File: src/rtl/adc_align_seq_if.sv
// ----------------------------------------------------------------------------
// Module : adc_align_seq_if
// Brief  : Wishbone master/slave bundle between the alignment sequencer and
//          one ADC receiver register bank.
// Rev    : 1.0
// ----------------------------------------------------------------------------
`timescale 1ns/1ps
`default_nettype none

interface adc_align_seq_if;
   logic        m_cyc;
   logic        m_stb;
   logic        m_we;
   logic [3:0]  m_adr;
   logic [31:0] m_dat_o;
   logic [31:0] m_dat_i;
   logic        m_ack;

   modport master (
      output m_cyc, m_stb, m_we, m_adr, m_dat_o,
      input  m_dat_i, m_ack
   );

   modport slave (
      input  m_cyc, m_stb, m_we, m_adr, m_dat_o,
      output m_dat_i, m_ack
   );
endinterface

`default_nettype wire

File: src/rtl/adc_align_seq.sv
// ----------------------------------------------------------------------------
// Module : adc_align_seq
// Brief  : Steps per-line IODELAYs of an ADC receiver until every line reads
//          stable, driving the receiver over a Wishbone master port.
// Rev    : 1.0
// ----------------------------------------------------------------------------
`timescale 1ns/1ps
`default_nettype none

module adc_align_seq #(
   parameter int SETTLE = 64,
   parameter int WINDOW = 1024,
   parameter int MAXTAP = 32,
   parameter int TMO    = 255
) (
   input  wire logic       wb_clk,
   input  wire logic       wb_rst,
   input  wire logic       start,
   output logic            busy,
   output logic            done,
   output logic            fail,
   output logic            tmo_err,
   output logic [8:0]      locked,
   output logic [5:0]      taps,
   output logic            chk_rst,
   output logic            chk_enb,
   adc_align_seq_if.master bus
);

   typedef enum logic [3:0] {
      ST_IDLE   = 4'd0,
      ST_DRST   = 4'd1,
      ST_SRST   = 4'd2,
      ST_BSEN   = 4'd3,
      ST_SETTLE = 4'd4,
      ST_CLRBS  = 4'd5,
      ST_MEAS   = 4'd6,
      ST_READ   = 4'd7,
      ST_EVAL   = 4'd8,
      ST_INC    = 4'd9,
      ST_DONE   = 4'd10,
      ST_FAIL   = 4'd11
   } state_t;

   localparam logic [31:0] C_DRST_VAL = 32'h0000_0400;
   localparam logic [31:0] C_SRST_VAL = 32'h0000_0800;
   localparam logic [31:0] C_BSEN_VAL = 32'h0000_3000;
   localparam logic [31:0] C_INC_VAL  = 32'h0000_3200;
   localparam logic [3:0]  C_REG_CTRL = 4'd0;
   localparam logic [3:0]  C_REG_CLR  = 4'd6;
   localparam logic [3:0]  C_REG_RD0  = 4'd7;
   localparam logic [3:0]  C_LAST_RD  = 4'd8;

   state_t      state, state_nxt;
   logic [31:0] cnt, cnt_nxt;
   logic [3:0]  rd_idx, rd_idx_nxt;
   logic        cyc, cyc_nxt;
   logic        we, we_nxt;
   logic [3:0]  adr, adr_nxt;
   logic [31:0] dat, dat_nxt;
   logic        chk_rst_nxt, chk_enb_nxt;
   logic        busy_nxt, done_nxt, fail_nxt, tmo_err_nxt;
   logic [8:0]  locked_nxt;
   logic [5:0]  taps_nxt;

   logic        bus_state;
   logic        acked;
   logic        req_we;
   logic [3:0]  req_adr;
   logic [31:0] req_dat;
   logic [8:0]  line_mask;
   logic        unused_rd_hi;

   assign bus.m_cyc   = cyc;
   assign bus.m_stb   = cyc;
   assign bus.m_we    = we;
   assign bus.m_adr   = adr;
   assign bus.m_dat_o = dat;

   // Upper read bits carry no alignment information.
   assign unused_rd_hi = ^bus.m_dat_i[31:8];

   // Frame line sits at reg 7 but owns the top locked bit.
   assign line_mask = (rd_idx == 4'd0) ? 9'h100 : (9'h001 << (rd_idx - 4'd1));

   always_ff @(posedge wb_clk) begin
      if (wb_rst) begin
         state   <= ST_IDLE;
         cnt     <= '0;
         rd_idx  <= '0;
         cyc     <= 1'b0;
         we      <= 1'b0;
         adr     <= '0;
         dat     <= '0;
         chk_rst <= 1'b0;
         chk_enb <= 1'b0;
         busy    <= 1'b0;
         done    <= 1'b0;
         fail    <= 1'b0;
         tmo_err <= 1'b0;
         locked  <= '0;
         taps    <= '0;
      end else begin
         state   <= state_nxt;
         cnt     <= cnt_nxt;
         rd_idx  <= rd_idx_nxt;
         cyc     <= cyc_nxt;
         we      <= we_nxt;
         adr     <= adr_nxt;
         dat     <= dat_nxt;
         chk_rst <= chk_rst_nxt;
         chk_enb <= chk_enb_nxt;
         busy    <= busy_nxt;
         done    <= done_nxt;
         fail    <= fail_nxt;
         tmo_err <= tmo_err_nxt;
         locked  <= locked_nxt;
         taps    <= taps_nxt;
      end
   end

   always_comb begin
      state_nxt   = state;
      cnt_nxt     = cnt;
      rd_idx_nxt  = rd_idx;
      cyc_nxt     = cyc;
      we_nxt      = we;
      adr_nxt     = adr;
      dat_nxt     = dat;
      chk_rst_nxt = chk_rst;
      chk_enb_nxt = chk_enb;
      busy_nxt    = busy;
      done_nxt    = done;
      fail_nxt    = fail;
      tmo_err_nxt = tmo_err;
      locked_nxt  = locked;
      taps_nxt    = taps;
      acked       = 1'b0;
      req_we      = 1'b1;
      req_adr     = C_REG_CTRL;
      req_dat     = '0;

      case (state)
         ST_DRST:  req_dat = C_DRST_VAL;
         ST_SRST:  req_dat = C_SRST_VAL;
         ST_BSEN:  req_dat = C_BSEN_VAL;
         ST_CLRBS: req_adr = C_REG_CLR;
         ST_INC:   req_dat = C_INC_VAL | {23'b0, ~locked};
         ST_READ: begin
            req_we  = 1'b0;
            req_adr = C_REG_RD0 + rd_idx;
         end
         default: ;
      endcase

      bus_state = (state == ST_DRST) || (state == ST_SRST) || (state == ST_BSEN) ||
                  (state == ST_CLRBS) || (state == ST_READ) || (state == ST_INC);

      // Idle bus cycle between accesses doubles as the address/data load slot.
      if (bus_state) begin
         if (!cyc) begin
            cyc_nxt = 1'b1;
            we_nxt  = req_we;
            adr_nxt = req_adr;
            dat_nxt = req_dat;
            cnt_nxt = '0;
         end else if (bus.m_ack) begin
            cyc_nxt = 1'b0;
            acked   = 1'b1;
         end else if (cnt == 32'(TMO - 1)) begin
            cyc_nxt     = 1'b0;
            tmo_err_nxt = 1'b1;
            fail_nxt    = 1'b1;
            busy_nxt    = 1'b0;
            state_nxt   = ST_FAIL;
         end else begin
            cnt_nxt = cnt + 32'd1;
         end
      end

      case (state)
         ST_IDLE, ST_DONE, ST_FAIL: begin
            if (start) begin
               done_nxt    = 1'b0;
               fail_nxt    = 1'b0;
               tmo_err_nxt = 1'b0;
               locked_nxt  = '0;
               taps_nxt    = '0;
               busy_nxt    = 1'b1;
               state_nxt   = ST_DRST;
            end
         end
         ST_DRST: if (acked) state_nxt = ST_SRST;
         ST_SRST: if (acked) state_nxt = ST_BSEN;
         ST_BSEN: begin
            if (acked) begin
               state_nxt = ST_SETTLE;
               cnt_nxt   = '0;
            end
         end
         ST_SETTLE: begin
            if (cnt == 32'(SETTLE - 1)) begin
               state_nxt = ST_CLRBS;
            end else begin
               cnt_nxt = cnt + 32'd1;
            end
         end
         ST_CLRBS: begin
            if (acked) begin
               state_nxt   = ST_MEAS;
               chk_rst_nxt = 1'b1;
            end
         end
         ST_MEAS: begin
            if (chk_rst) begin
               chk_rst_nxt = 1'b0;
               chk_enb_nxt = 1'b1;
               cnt_nxt     = '0;
            end else if (cnt == 32'(WINDOW - 1)) begin
               chk_enb_nxt = 1'b0;
               rd_idx_nxt  = '0;
               state_nxt   = ST_READ;
            end else begin
               cnt_nxt = cnt + 32'd1;
            end
         end
         ST_READ: begin
            if (acked) begin
               if (bus.m_dat_i[7:0] == 8'd0) begin
                  locked_nxt = locked | line_mask;
               end
               if (rd_idx == C_LAST_RD) begin
                  state_nxt = ST_EVAL;
               end else begin
                  rd_idx_nxt = rd_idx + 4'd1;
               end
            end
         end
         ST_EVAL: begin
            if (locked == 9'h1FF) begin
               done_nxt  = 1'b1;
               busy_nxt  = 1'b0;
               state_nxt = ST_DONE;
            end else if (taps == 6'(MAXTAP)) begin
               fail_nxt  = 1'b1;
               busy_nxt  = 1'b0;
               state_nxt = ST_FAIL;
            end else begin
               state_nxt = ST_INC;
            end
         end
         ST_INC: begin
            if (acked) begin
               taps_nxt  = (taps == 6'd63) ? taps : taps + 6'd1;
               cnt_nxt   = '0;
               state_nxt = ST_SETTLE;
            end
         end
         default: state_nxt = ST_IDLE;
      endcase
   end

endmodule

`default_nettype wire

File: src/flat_wrapper.sv
// flat-port wrapper written by rule: the top's interface ports become plain ports
module adc_align_seq_flat 
#(
   parameter int SETTLE = 64,
   parameter int WINDOW = 1024,
   parameter int MAXTAP = 32,
   parameter int TMO    = 255
)
  (wb_clk, wb_rst, start, busy, done, fail, tmo_err, locked, taps, chk_rst, chk_enb, bus_m_cyc, bus_m_stb, bus_m_we, bus_m_adr, bus_m_dat_o, bus_m_dat_i, bus_m_ack);
  adc_align_seq_if bus_i ();
  input  wire logic wb_clk;
  input  wire logic wb_rst;
  input  wire logic start;
  output logic busy;
  output logic done;
  output logic fail;
  output logic tmo_err;
  output logic [8:0] locked;
  output logic [5:0] taps;
  output logic chk_rst;
  output logic chk_enb;
  output wire logic [$bits(bus_i.m_cyc)-1:0] bus_m_cyc;
  output wire logic [$bits(bus_i.m_stb)-1:0] bus_m_stb;
  output wire logic [$bits(bus_i.m_we)-1:0] bus_m_we;
  output wire logic [$bits(bus_i.m_adr)-1:0] bus_m_adr;
  output wire logic [$bits(bus_i.m_dat_o)-1:0] bus_m_dat_o;
  input wire logic [$bits(bus_i.m_dat_i)-1:0] bus_m_dat_i;
  input wire logic [$bits(bus_i.m_ack)-1:0] bus_m_ack;
  assign bus_m_cyc = bus_i.m_cyc;
  assign bus_m_stb = bus_i.m_stb;
  assign bus_m_we = bus_i.m_we;
  assign bus_m_adr = bus_i.m_adr;
  assign bus_m_dat_o = bus_i.m_dat_o;
  assign bus_i.m_dat_i = bus_m_dat_i;
  assign bus_i.m_ack = bus_m_ack;
  adc_align_seq #(.SETTLE(SETTLE), .WINDOW(WINDOW), .MAXTAP(MAXTAP), .TMO(TMO)) u_core (.wb_clk(wb_clk), .wb_rst(wb_rst), .start(start), .busy(busy), .done(done), .fail(fail), .tmo_err(tmo_err), .locked(locked), .taps(taps), .chk_rst(chk_rst), .chk_enb(chk_enb), .bus(bus_i));
endmodule
File: config.mk
export PLATFORM = sky130hd
export DESIGN_NAME = adc_align_seq_flat
export DESIGN_NICKNAME = d
export VERILOG_FILES = /design/src/rtl/adc_align_seq_if.sv /design/src/rtl/adc_align_seq.sv /design/src/flat_wrapper.sv
export SDC_FILE = /design/constraint.sdc
export NUM_CORES = 1
export LEC_CHECK = 0
export ABC_AREA = 1
export BUFFER_PORTS_ARGS = -buffer_cell sky130_fd_sc_hd__buf_4
export CAP_MARGIN = 20
export CORE_MARGIN = 2
export CORE_UTILIZATION = 35
export CTS_CLUSTER_DIAMETER = 150
export DETAILED_ROUTE_END_ITERATION = 10
export PLACE_DENSITY = 0.63
export SLEW_MARGIN = 40
export SYNTH_ARGS = -nofsm -noshare
export SYNTH_HDL_FRONTEND = slang
export SYNTH_SLANG_ARGS = --single-unit
File: constraint.sdc
create_clock -name wb_clk -period 2.3 [get_ports wb_clk]
set_clock_uncertainty 0.05 [all_clocks]
set_input_delay 0.46 -clock wb_clk [delete_from_list [all_inputs] [get_ports wb_clk]]
set_output_delay 0.46 -clock wb_clk [all_outputs]
set_load 0.02 [all_outputs]
# After elaboration in Yosys (flattened, before gate mapping)
# Index checks and enable logic that the tools add are counted.
word_totals:
  register_bits: 99
  word_cells: 153
  output_inout_bits: 60
  in_bits: 36
classes:
  n_shift: 1
  n_eq_ne: 28
  n_mux: 78
  n_bitwise: 3
  n_addsub: 5
  n_reduce_logical: 23
ops:
  columns: ["operator", "count"]
  rows:
  - ["2-to-1 mux 32 bit", 8]
  - ["one-hot mux 32 bit (3 select lines)", 1]
  - ["2-to-1 mux 4 bit", 19]
  - ["one-hot mux 14 bit (4 select lines)", 1]
  - ["2-to-1 mux 9 bit", 4]
  - ["one-hot mux 4 bit (9 select lines)", 1]
  - ["adder 32 x 1 -> 32 bit (second input constant)", 1]
  - ["equality test 32 x 10 -> 1 bit (second input constant)", 1]
  - ["equality test 32 x 6 -> 1 bit (second input constant)", 1]
  - ["equality test 32 x 8 -> 1 bit (second input constant)", 1]
  - ["2-to-1 mux 1 bit", 32]
  - ["equality test 4 bit (second input constant)", 5]
  - ["2-to-1 mux 6 bit", 3]
  - ["one-hot mux 9 bit (2 select lines)", 1]
  - ["equality test 4 x 3 -> 1 bit (second input constant)", 4]
  - ["one-hot mux 4 bit (2 select lines)", 2]
  - ["equality test 6 bit (second input constant)", 2]
  - ["one-hot mux 6 bit (2 select lines)", 1]
  - ["nonzero test 2 bit", 6]
  - ["inequality test 2 x 1 -> 1 bit (second input constant)", 5]
  - ["inequality test 2 bit (second input constant)", 5]
  - ["equality test 9 bit (second input constant)", 1]
  - ["inverter 9 bit", 1]
  - ["bitwise OR 9 bit", 1]
  - ["other kinds (19)", 31]

# Depth between registers and ports, before layout
# Gate-level depths: netlist of the first run.
logic_depth:
  word_depth: 10
  depth_mapped: 14
  ltp_nobuf: 14

# Least setup slack after synthesis of the first run
# OpenSTA, ideal clock, no wires.
synth_path:
  path_type: "reg-to-reg"
  start: "register u_core.cnt[0]"
  end: "register u_core.cnt[22]"
  arrival_ns: 1.659
  period_less_slack_ns: 1.823
  required_time_ns: 2.136
  path_buffers: 0
  setup_ns: 0.114
  slack_ns: 0.477
  stages_incl_launch_ff: 13
  cell_sequence: "dfxtp_1 -> ha_1 -> inv_1 -> nor2_1 -> nand2_1 -> inv_1 -> nand2_1 -> nand2_1 -> nand2_2 -> nor2_2 -> inv_2 -> a21oi_1 -> nor2_1"
synth_via:
  elab_chain_cells: 8
  elab_cells_between_ends: 13
  classes_between: "add/sub: 1; eq/ne: 3; mux: 9"
synth_lines:
  columns: ["element", "line", "source"]
  rows:
  - ["start: declaration", "adc_align_seq.sv:55", "logic [31:0] cnt, cnt_nxt;"]
  - ["start signal: assignment", "adc_align_seq.sv:105", "cnt <= cnt_nxt;"]
  - ["adder 32 x 1 -> 32 bit or equality test 32 x 8 -> 1 bit (tied branches)", null, null]
  - ["2-to-1 mux 32 bit", "adc_align_seq.sv:170", "end else if (cnt == 32'(TMO - 1)) begin"]
  - ["2-to-1 mux 32 bit", "adc_align_seq.sv:167", "end else if (bus.m_ack) begin"]
  - ["2-to-1 mux 32 bit", "adc_align_seq.sv:161", "if (!cyc) begin"]
  - ["2-to-1 mux 32 bit", "adc_align_seq.sv:160", "if (bus_state) begin"]
  - ["2-to-1 mux 32 bit", "adc_align_seq.sv:219", "end else if (cnt == 32'(WINDOW - 1)) begin"]
  - ["2-to-1 mux 32 bit", "adc_align_seq.sv:215", "if (chk_rst) begin"]
  - ["one-hot mux 32 bit (3 select lines) (*)", "adc_align_seq.sv:181", "case (state)"]
# Every way passes the cells marked *; elsewhere a longest branch is shown, timed or not.
# A chain may end at the register's enable or synchronous reset.

# Final worst setup path of the first run
layout_path:
  start: "register u_core.state[3]"
  end: "register u_core.cnt[17]"
layout_via:
  elab_chain_cells: 10
  elab_cells_between_ends: 21
  classes_between: "eq/ne: 8; mux: 7; reduce/logical: 6"
layout_lines:
  columns: ["element", "line", "source"]
  rows:
  - ["start: declaration", "adc_align_seq.sv:54", "state_t state, state_nxt;"]
  - ["start signal: assignment", "adc_align_seq.sv:104", "state <= state_nxt;"]
  - ["equality test 4 x 1 -> 1 bit or equality test 4 x 2 -> 1 bit (tied branches)", "adc_align_seq.sv:156", "bus_state = (state == ST_DRST) || (state == ST_SRST) || (state == ST_BSEN) ||"]
  - ["logical OR 1 bit (3 in a row)", "adc_align_seq.sv:156", null]
  - ["logical OR 1 bit (2 in a row)", "adc_align_seq.sv:157", "(state == ST_CLRBS) || (state == ST_READ) || (state == ST_INC);"]
  - ["2-to-1 mux 32 bit", "adc_align_seq.sv:160", null]
  - ["2-to-1 mux 32 bit", "adc_align_seq.sv:219", null]
  - ["2-to-1 mux 32 bit", "adc_align_seq.sv:215", null]
  - ["one-hot mux 32 bit (3 select lines) (*)", "adc_align_seq.sv:181", null]
# Marks and branches as above.

==> results of run 1 <==
[cell families (layout without fill, tap and decap cells)]
group                      after synthesis  in the layout
and+or+nand+nor                        477            477
AOI/OAI and AO/OA                      129            129
xor gates and xnor gates                18             18
adders and majority gates               10             10
other                                    1             18
DFF                                     80             80
buffers and inverters                  135            192
[metrics by stage]
| stage | hold WS, ns | total power, W | util | setup slack (ns) | cell area, um2 |
|---|---|---|---|---|---|
| floorplan | 0.412 | 0.00188 | - | 0.477 | 5320 |
| global placement | 0.391 | 0.00200 | 0.405 | 0.185 | 5900 |
| detailed placement | 0.394 | 0.00201 | 0.405 | 0.182 | 5900 |
| CTS | 0.406 | 0.00357 | 0.426 | 0.171 | 6210 |
| global route | 0.431 | 0.00368 | 0.428 | 0.0333 | 6240 |
| finish | 0.411 | 0.00352 | 0.428 | 0.183 | 6240 |
[layout make-up]
cell class	instances	area [um2]	share of cell area
Clock buffer	9	225	0.0361
Inverter	97	364	0.0583
Tap cell	184	230	0.0369
Multi-Input combinational cell	652	3130	0.502
Sequential cell	80	1600	0.257
Clock inverter	7	85.1	0.0136
Timing Repair Buffer	79	606	0.0970
[sequential cells by signal, indices dropped and copies added, names as in the netlist, 4 cells and up]
| signal | count |
|---|---|
| u_core.bus.m_adr | 4 |
| u_core.bus.m_dat_o | 13 |
| u_core.cnt | 32 |
| u_core.locked | 9 |
| u_core.rd_idx | 4 |
| u_core.state | 4 |
| u_core.taps | 6 |
[how the worst min path moves through the flow]
stage	start	to	slack, ns	depth (start not counted)
finish	u_core.done	u_core.done	0.41	2
global route	u_core.done	u_core.done	0.43	2
CTS	u_core.done	u_core.done	0.41	2
detailed placement	u_core.done	u_core.done	0.39	2
global placement	u_core.done	u_core.done	0.39	2
floorplan	u_core.cnt[3]	u_core.cnt[3]	0.41	2
[Yosys cell counts, drive strengths merged, types with 2 or more instances]
library cell	number	area, um2
nand3	37	200
o21a	2	15.0
dfxtp	80	1600
o21ai	44	231
clkbuf	10	37.5
nand4	22	138
ha	10	125
nor4	5	31.3
nand3b	4	30.0
nor2	160	633
nor3	23	125
nor3b	2	15.0
buf	28	214
inv	97	364
nand2	218	846
xor2	16	140
a21oi	77	404
or2	5	31.3
xnor2	2	17.5
a31oi	2	12.5
[power breakdown]
group	internal [W]	switching, W
Sequential	0.00143	0.0000416
Clock	0.000865	0.000679
Combinational	0.000169	0.000343
[timing repair]
item | CTS | global route
resized for setup | 0 | 7
endpoints found under the hold margin | 0 | 0
endpoints found under the setup margin | 0 | 11
[critical path, delay by kind of cell, from the launching register on]
family	cells	cell delay, ns
and+or+nand+nor	9	1.02
DFF	1	0.41
buffers and inverters	2	0.30
AOI/OAI and AO/OA	1	0.21
[routing by layer]
layer	vias to the layer above	share of wire
met5	-	0
met2	139	0.46
met3	22	0.048
met4	0	0.021
met1	2433	0.47
li1	2828	-
==> results.py, run 1 <==
metrics = {
    "run_status": {
        "status": "complete, no violations",
    },
    "placement": {
        "gp_congestion": 0.911,
        "placed_cells_incl_taps": 1092,
        "hpwl_um": 11100,
        "buffer_ports.inserted": 53,
    },
    "pwr": {
        "static-leakage-power_nw": 2.62,
        "power-per-cell-area_nw_per_um2": 564,
        "irDropWorstVdd_mv": 0.400,
    },
    "clock_tree": {
        "cts_tree": "done",
        "insertion_delay_ns": 0.36,
        "holdBufCountCts": 0,
        "cts_inserted_buffers": 9,
        "post_cts_setup_repair_bufs": 0,
        "clkTransAtPathRegs_ns": 0.07,
        "clock_sink_count": 80,
        "cts.htree.levels": 3,
        "max-clock-path-buffers": 2,
        "cts-root-buf": "sky130_fd_sc_hd__clkbuf_16",
    },
    "synthesis": {
        "post_synth_fa_ha_maj_area_fraction": 0.0238,
        "synth-xor-area-share": 0.0300,
        "netlist_area_um2": 5250,
        "unique_masters_post_synth": 40,
        "ys_async_rst_share": 0,
        "dominant_combinational_cell_family_by_area_after_synthesis": "simple AND/OR/NAND/NOR gates",
        "yosys_most_used_dff": "sky130_fd_sc_hd__dfxtp_1",
        "synth_seq_cells": 80,
        "muxShareOfSynthArea": 0,
        "synth_simple_gate_area_share": 0.391,
        "synth_compound_area_frac": 0.132,
        "number_of_standard_cells_after_synthesis": 850,
        "synth.avg_cell_area_um2": 6.18,
        "post_synth_edffs": 0,
        "synth_warnings": 0,
        "seq_area_frac_synth": 0.305,
    },
    "timing": {
        "final-max-slew-violation-count": 0,
        "fmaxAchievable_mhz": 472,
        "final-setup-viol-count": 0,
        "finalHoldViolations": 0,
        "timing.setup.tns_ns": 0,
        "grt_setup_unrepaired": "false",
        "finalCritPeriodShare": 0.921,
        "layout_min_cycle_time_ns": 2.12,
    },
    "worst_setup_path": {
        "startpoint": "u_core.state[3]",
        "critical_path.max_fanout": 9,
        "path_class": "reg -> reg",
        "crit_path_cell_trace": "inv_2 > nor2_2 > nand2_2 > nand2_2 > nand2_4 > a21oi_2 > nand3_2 > nand2_4 > buf_4 > nor2_1 > nor2_1 > nor2_1",
        "critPathMostFrequentCell": "sky130_fd_sc_hd__nor2_1",
        "crit_path_start_kind": "flop",
        "ff2ff_path_depth": 12,
        "r2r_end": "u_core.cnt[17]",
        "setup.worst_path.end_class": "flop",
        "critical_path.slowest_cell": "sky130_fd_sc_hd__dfxtp_1",
        "timing.rr.start": "u_core.state[3]",
        "critPathCapture": "u_core.cnt[17]",
        "regToRegSetupSlack_ns": 0.18,
        "cp_slowest_stage_delay_ns": 0.41,
        "worst-endpoint-required_ns": 2.48,
        "cp.arrival_ns": 2.30,
    },
    "run": {
        "cap_violations": 0,
    },
    "floorplan": {
        "num_io_pins": 96,
        "starting_utilization_of_the_core_area": 0.360,
        "core_um2": 14600,
        "fp.dieW_um": 127,
        "die_y_um": 127,
        "num_rows": 44,
        "die-area_um2": 16000,
    },
    "finish": {
        "fillers": 1553,
        "n_antenna_cell": 0,
        "final_layout_size_suffix_gt1_frac": 0.159,
        "final_cell_count_no_fill": 1108,
        "leading_cell_type_in_the_layout_fill_and_taps_excluded": "sky130_fd_sc_hd__nand2_1",
        "areaGrowthSynthToFinish_pct": 18.8,
        "finish.net_count": 965,
        "layout.cells.most_common_list": "sky130_fd_sc_hd__nand2_1, sky130_fd_sc_hd__nor2_1, sky130_fd_sc_hd__inv_1, sky130_fd_sc_hd__dfxtp_1, sky130_fd_sc_hd__buf_4",
    },
    "drt": {
        "antenna_viol_nets_final": 0,
        "detail_route.drc_violations": 0,
        "detail_route.iter0.violations": 264,
        "vias": 5422,
        "first_pass_iters": 4,
        "route.detailed.wl_per_inst_um": 13.2,
        "drt_wl_total_um": 14700,
        "detail_route.vias_per_cell": 4.89,
    },
    "global_routing": {
        "number_of_antenna_violations_at_the_first_check_in_global_routing": 0,
        "grt.met3_usage": 0.0363,
        "globalRouteOverflowTotal": 0,
        "top_usage_layer": "met2",
        "grt_pass1_vias": 5062,
        "gr-usage-met1": 0.244,
        "grt_first_pass_wirelength_um": 24600,
        "grt.total_usage": 0.187,
        "grt_util_met2": 0.307,
        "grt_start_max_net_pins": 28,
    },
    "min_path": {
        "holdCritPathClass": "reg -> reg",
    },
}
Power figures use the tool's default switching activity.
==> run 2: changes to the inputs <==
==> constraint.sdc (replaced) <==
create_clock -name wb_clk -period 2.3 [get_ports wb_clk]
set_clock_uncertainty 0.05 [all_clocks]
set_input_delay 0 -clock wb_clk [delete_from_list [all_inputs] [get_ports wb_clk]]
set_output_delay 0 -clock wb_clk [all_outputs]
set_load 0.01 [all_outputs]
==> run 2 against run 1 <==
Effect of this change:
- cell count is 0.27% higher
- worst setup slack better by 0.066 ns
- via count is 1.0% lower
- critical endpoint is now u_core.cnt[12]
==> results.py, run 2 (synthesis gave the netlist of run 1 again) <==
metrics = {
    "run_status": {
        "status": "complete, no violations",
    },
    "floorplan": {
        "core_um2": 14600,
        "num_rows": 44,
        "fp.dieW_um": 127,
        "die_y_um": 127,
        "starting_utilization_of_the_core_area": 0.360,
        "num_io_pins": 96,
        "die-area_um2": 16000,
    },
    "finish": {
        "finish.net_count": 968,
        "layout.cells.most_common_list": "sky130_fd_sc_hd__nand2_1, sky130_fd_sc_hd__nor2_1, sky130_fd_sc_hd__inv_1, sky130_fd_sc_hd__buf_4, sky130_fd_sc_hd__dfxtp_1",
        "largest_reg_flops": 32,
        "final_layout_size_suffix_gt1_frac": 0.161,
        "n_antenna_cell": 0,
        "areaGrowthSynthToFinish_pct": 18.9,
        "largest-register": "u_core.cnt",
        "leading_cell_type_in_the_layout_fill_and_taps_excluded": "sky130_fd_sc_hd__nand2_1",
    },
    "placement": {
        "place_worst_setup_slack_ns": 0.246,
        "hpwl_um": 11200,
        "buffer_ports.inserted": 53,
        "gp_congestion": 0.924,
    },
    "clock_tree": {
        "cts-root-buf": "sky130_fd_sc_hd__clkbuf_16",
        "max-clock-path-buffers": 2,
        "clock_sink_count": 80,
        "cts_tree": "done",
        "cts.htree.levels": 3,
        "cts_inserted_buffers": 9,
        "insertion_delay_ns": 0.35,
        "post_cts_setup_repair_bufs": 0,
        "clkTransAtPathRegs_ns": 0.07,
    },
    "min_path": {
        "holdCritStartpoint": "start",
        "holdCritPathClass": "in -> reg",
    },
    "global_routing": {
        "grt.total_usage": 0.191,
        "grt_pass1_vias": 5060,
        "globalRouteOverflowTotal": 0,
        "grt_start_max_net_pins": 30,
        "grt_first_pass_wirelength_um": 25100,
        "number_of_antenna_violations_at_the_first_check_in_global_routing": 0,
    },
    "drt": {
        "first_pass_iters": 6,
        "detail_route.iter0.violations": 391,
        "detail_route.vias_per_cell": 4.83,
        "vias": 5366,
        "drt_wl_total_um": 14800,
        "route.detailed.wl_per_inst_um": 13.3,
        "detail_route.drc_violations": 0,
        "antenna_viol_nets_final": 0,
    },
    "worst_setup_path": {
        "critPathCapture": "u_core.cnt[12]",
        "crit_path_start_kind": "flop",
        "startpoint": "u_core.state[1]",
        "crit_path_cell_trace": "nand2_1 > nor2_4 > inv_2 > nor2_4 > nand2_1 > nand2_2 > inv_2 > buf_4 > or2_2 > a21oi_1",
        "critical_path.max_fanout": 11,
        "cp.arrival_ns": 2.27,
        "ff2ff_path_depth": 10,
        "cp_slowest_stage_delay_ns": 0.45,
        "worst-path-stages": 10,
        "path_delay_family": "simple AND/OR/NAND/NOR gates",
        "worst-endpoint-required_ns": 2.52,
        "timing.rr.start": "u_core.state[1]",
        "critical_path.slowest_cell": "sky130_fd_sc_hd__dfxtp_1",
        "r2r_end": "u_core.cnt[12]",
        "worst-path-buf-inv": 3,
        "regToRegSetupSlack_ns": 0.25,
        "setup.worst_path.end_class": "flop",
        "path_class": "reg -> reg",
    },
    "timing": {
        "worst_hold_slack_ns": 0.0907,
        "finalCritPeriodShare": 0.892,
        "layout_min_cycle_time_ns": 2.05,
        "grt_setup_unrepaired": "false",
        "finalHoldViolations": 0,
        "final-max-slew-violation-count": 0,
        "timing.setup.tns_ns": 0,
        "fmaxAchievable_mhz": 487,
        "setup_ws_ns": 0.248,
        "final-setup-viol-count": 0,
    },
    "pwr": {
        "static-leakage-power_nw": 2.63,
        "post-layout-total-power_w": 0.00350,
        "power.internal_w": 0.00246,
        "power-per-cell-area_nw_per_um2": 560,
        "power.net_switching_w": 0.00104,
        "clockPowerShare": 0.442,
        "seqPwrFrac": 0.419,
        "combinationalPowerShare": 0.139,
        "power_switching_share": 0.296,
        "irDropWorstVdd_mv": 0.344,
    },
    "run": {
        "cap_violations": 0,
    },
}
-- run 2: cell count changes in the layout (fill, tap and decap cells not counted), moves of 2 or more --
cell	change
sky130_fd_sc_hd__nor2_2	+3
sky130_fd_sc_hd__buf_4	+2
sky130_fd_sc_hd__clkinv_4	-2
sky130_fd_sc_hd__nor2_4	-2
-- run 2: how the worst min path moves through the flow --
stage,cells after the start,to
2_1_floorplan,3,u_core.tmo_err
4_1_cts,5,u_core.busy
3_5_place_dp,2,u_core.cnt[18]
5_1_grt,4,u_core.tmo_err
3_3_place_gp,2,u_core.cnt[18]
6_report,5,u_core.busy
-- run 2: area by class of cell --
cell class,instances,area [um2]
fill,1553,8340
tap,184,230
clock inverter,7,83.8
inverter,97,364
clock buffer,9,225
sequential,80,1600
timing repair buffer,82,631
multi-input combinational,652,3110
-- run 2: what timing repair did --
item / CTS / global route
gates resized for setup: 0 / 4
endpoints found under the setup margin: 0 / 14
hold endpoints to repair: 1 / 0
hold buffers: 1 / 0
-- run 2: stage by stage --
| step | cell area (um2) | std cells | util |
|---|---|---|---|
| CTS | 6240 | 1111 | 0.427 |
| detailed placement | 5920 | 1094 | 0.406 |
| finish | 6250 | 1111 | 0.428 |
| global placement | 5920 | 1094 | 0.406 |
| floorplan | 5320 | 867 | - |
| global route | 6250 | 1111 | 0.428 |
-- run 2: per-layer routing --
layer	global-route usage	vias up	routed length (um)
met5	0	-	0
met4	0.0562	0	276
met3	0.0384	23	732
met2	0.312	131	6630
met1	0.256	2379	7150
li1	-	2833	-
-- run 2: worst register-to-register path, stage by stage (launching register included) --
cell and delay, ns:
sky130_fd_sc_hd__dfxtp_1 0.45, sky130_fd_sc_hd__nand2_1 0.17, sky130_fd_sc_hd__nor2_4 0.17, sky130_fd_sc_hd__inv_2 0.06, sky130_fd_sc_hd__nor2_4 0.15, sky130_fd_sc_hd__nand2_1 0.09
sky130_fd_sc_hd__nand2_2 0.12, sky130_fd_sc_hd__inv_2 0.09, sky130_fd_sc_hd__buf_4 0.18, sky130_fd_sc_hd__or2_2 0.28, sky130_fd_sc_hd__a21oi_1 0.15
-- run 2: power by group through the flow --
stage	Clock [W]	Combinational [W]	Sequential (W)
after floorplan	0	0.000347	0.00150
after global placement	0	0.000475	0.00150
after detailed placement	0	0.000480	0.00150
after CTS	0.00157	0.000483	0.00147
after global routing	0.00163	0.000556	0.00147
final	0.00155	0.000486	0.00147
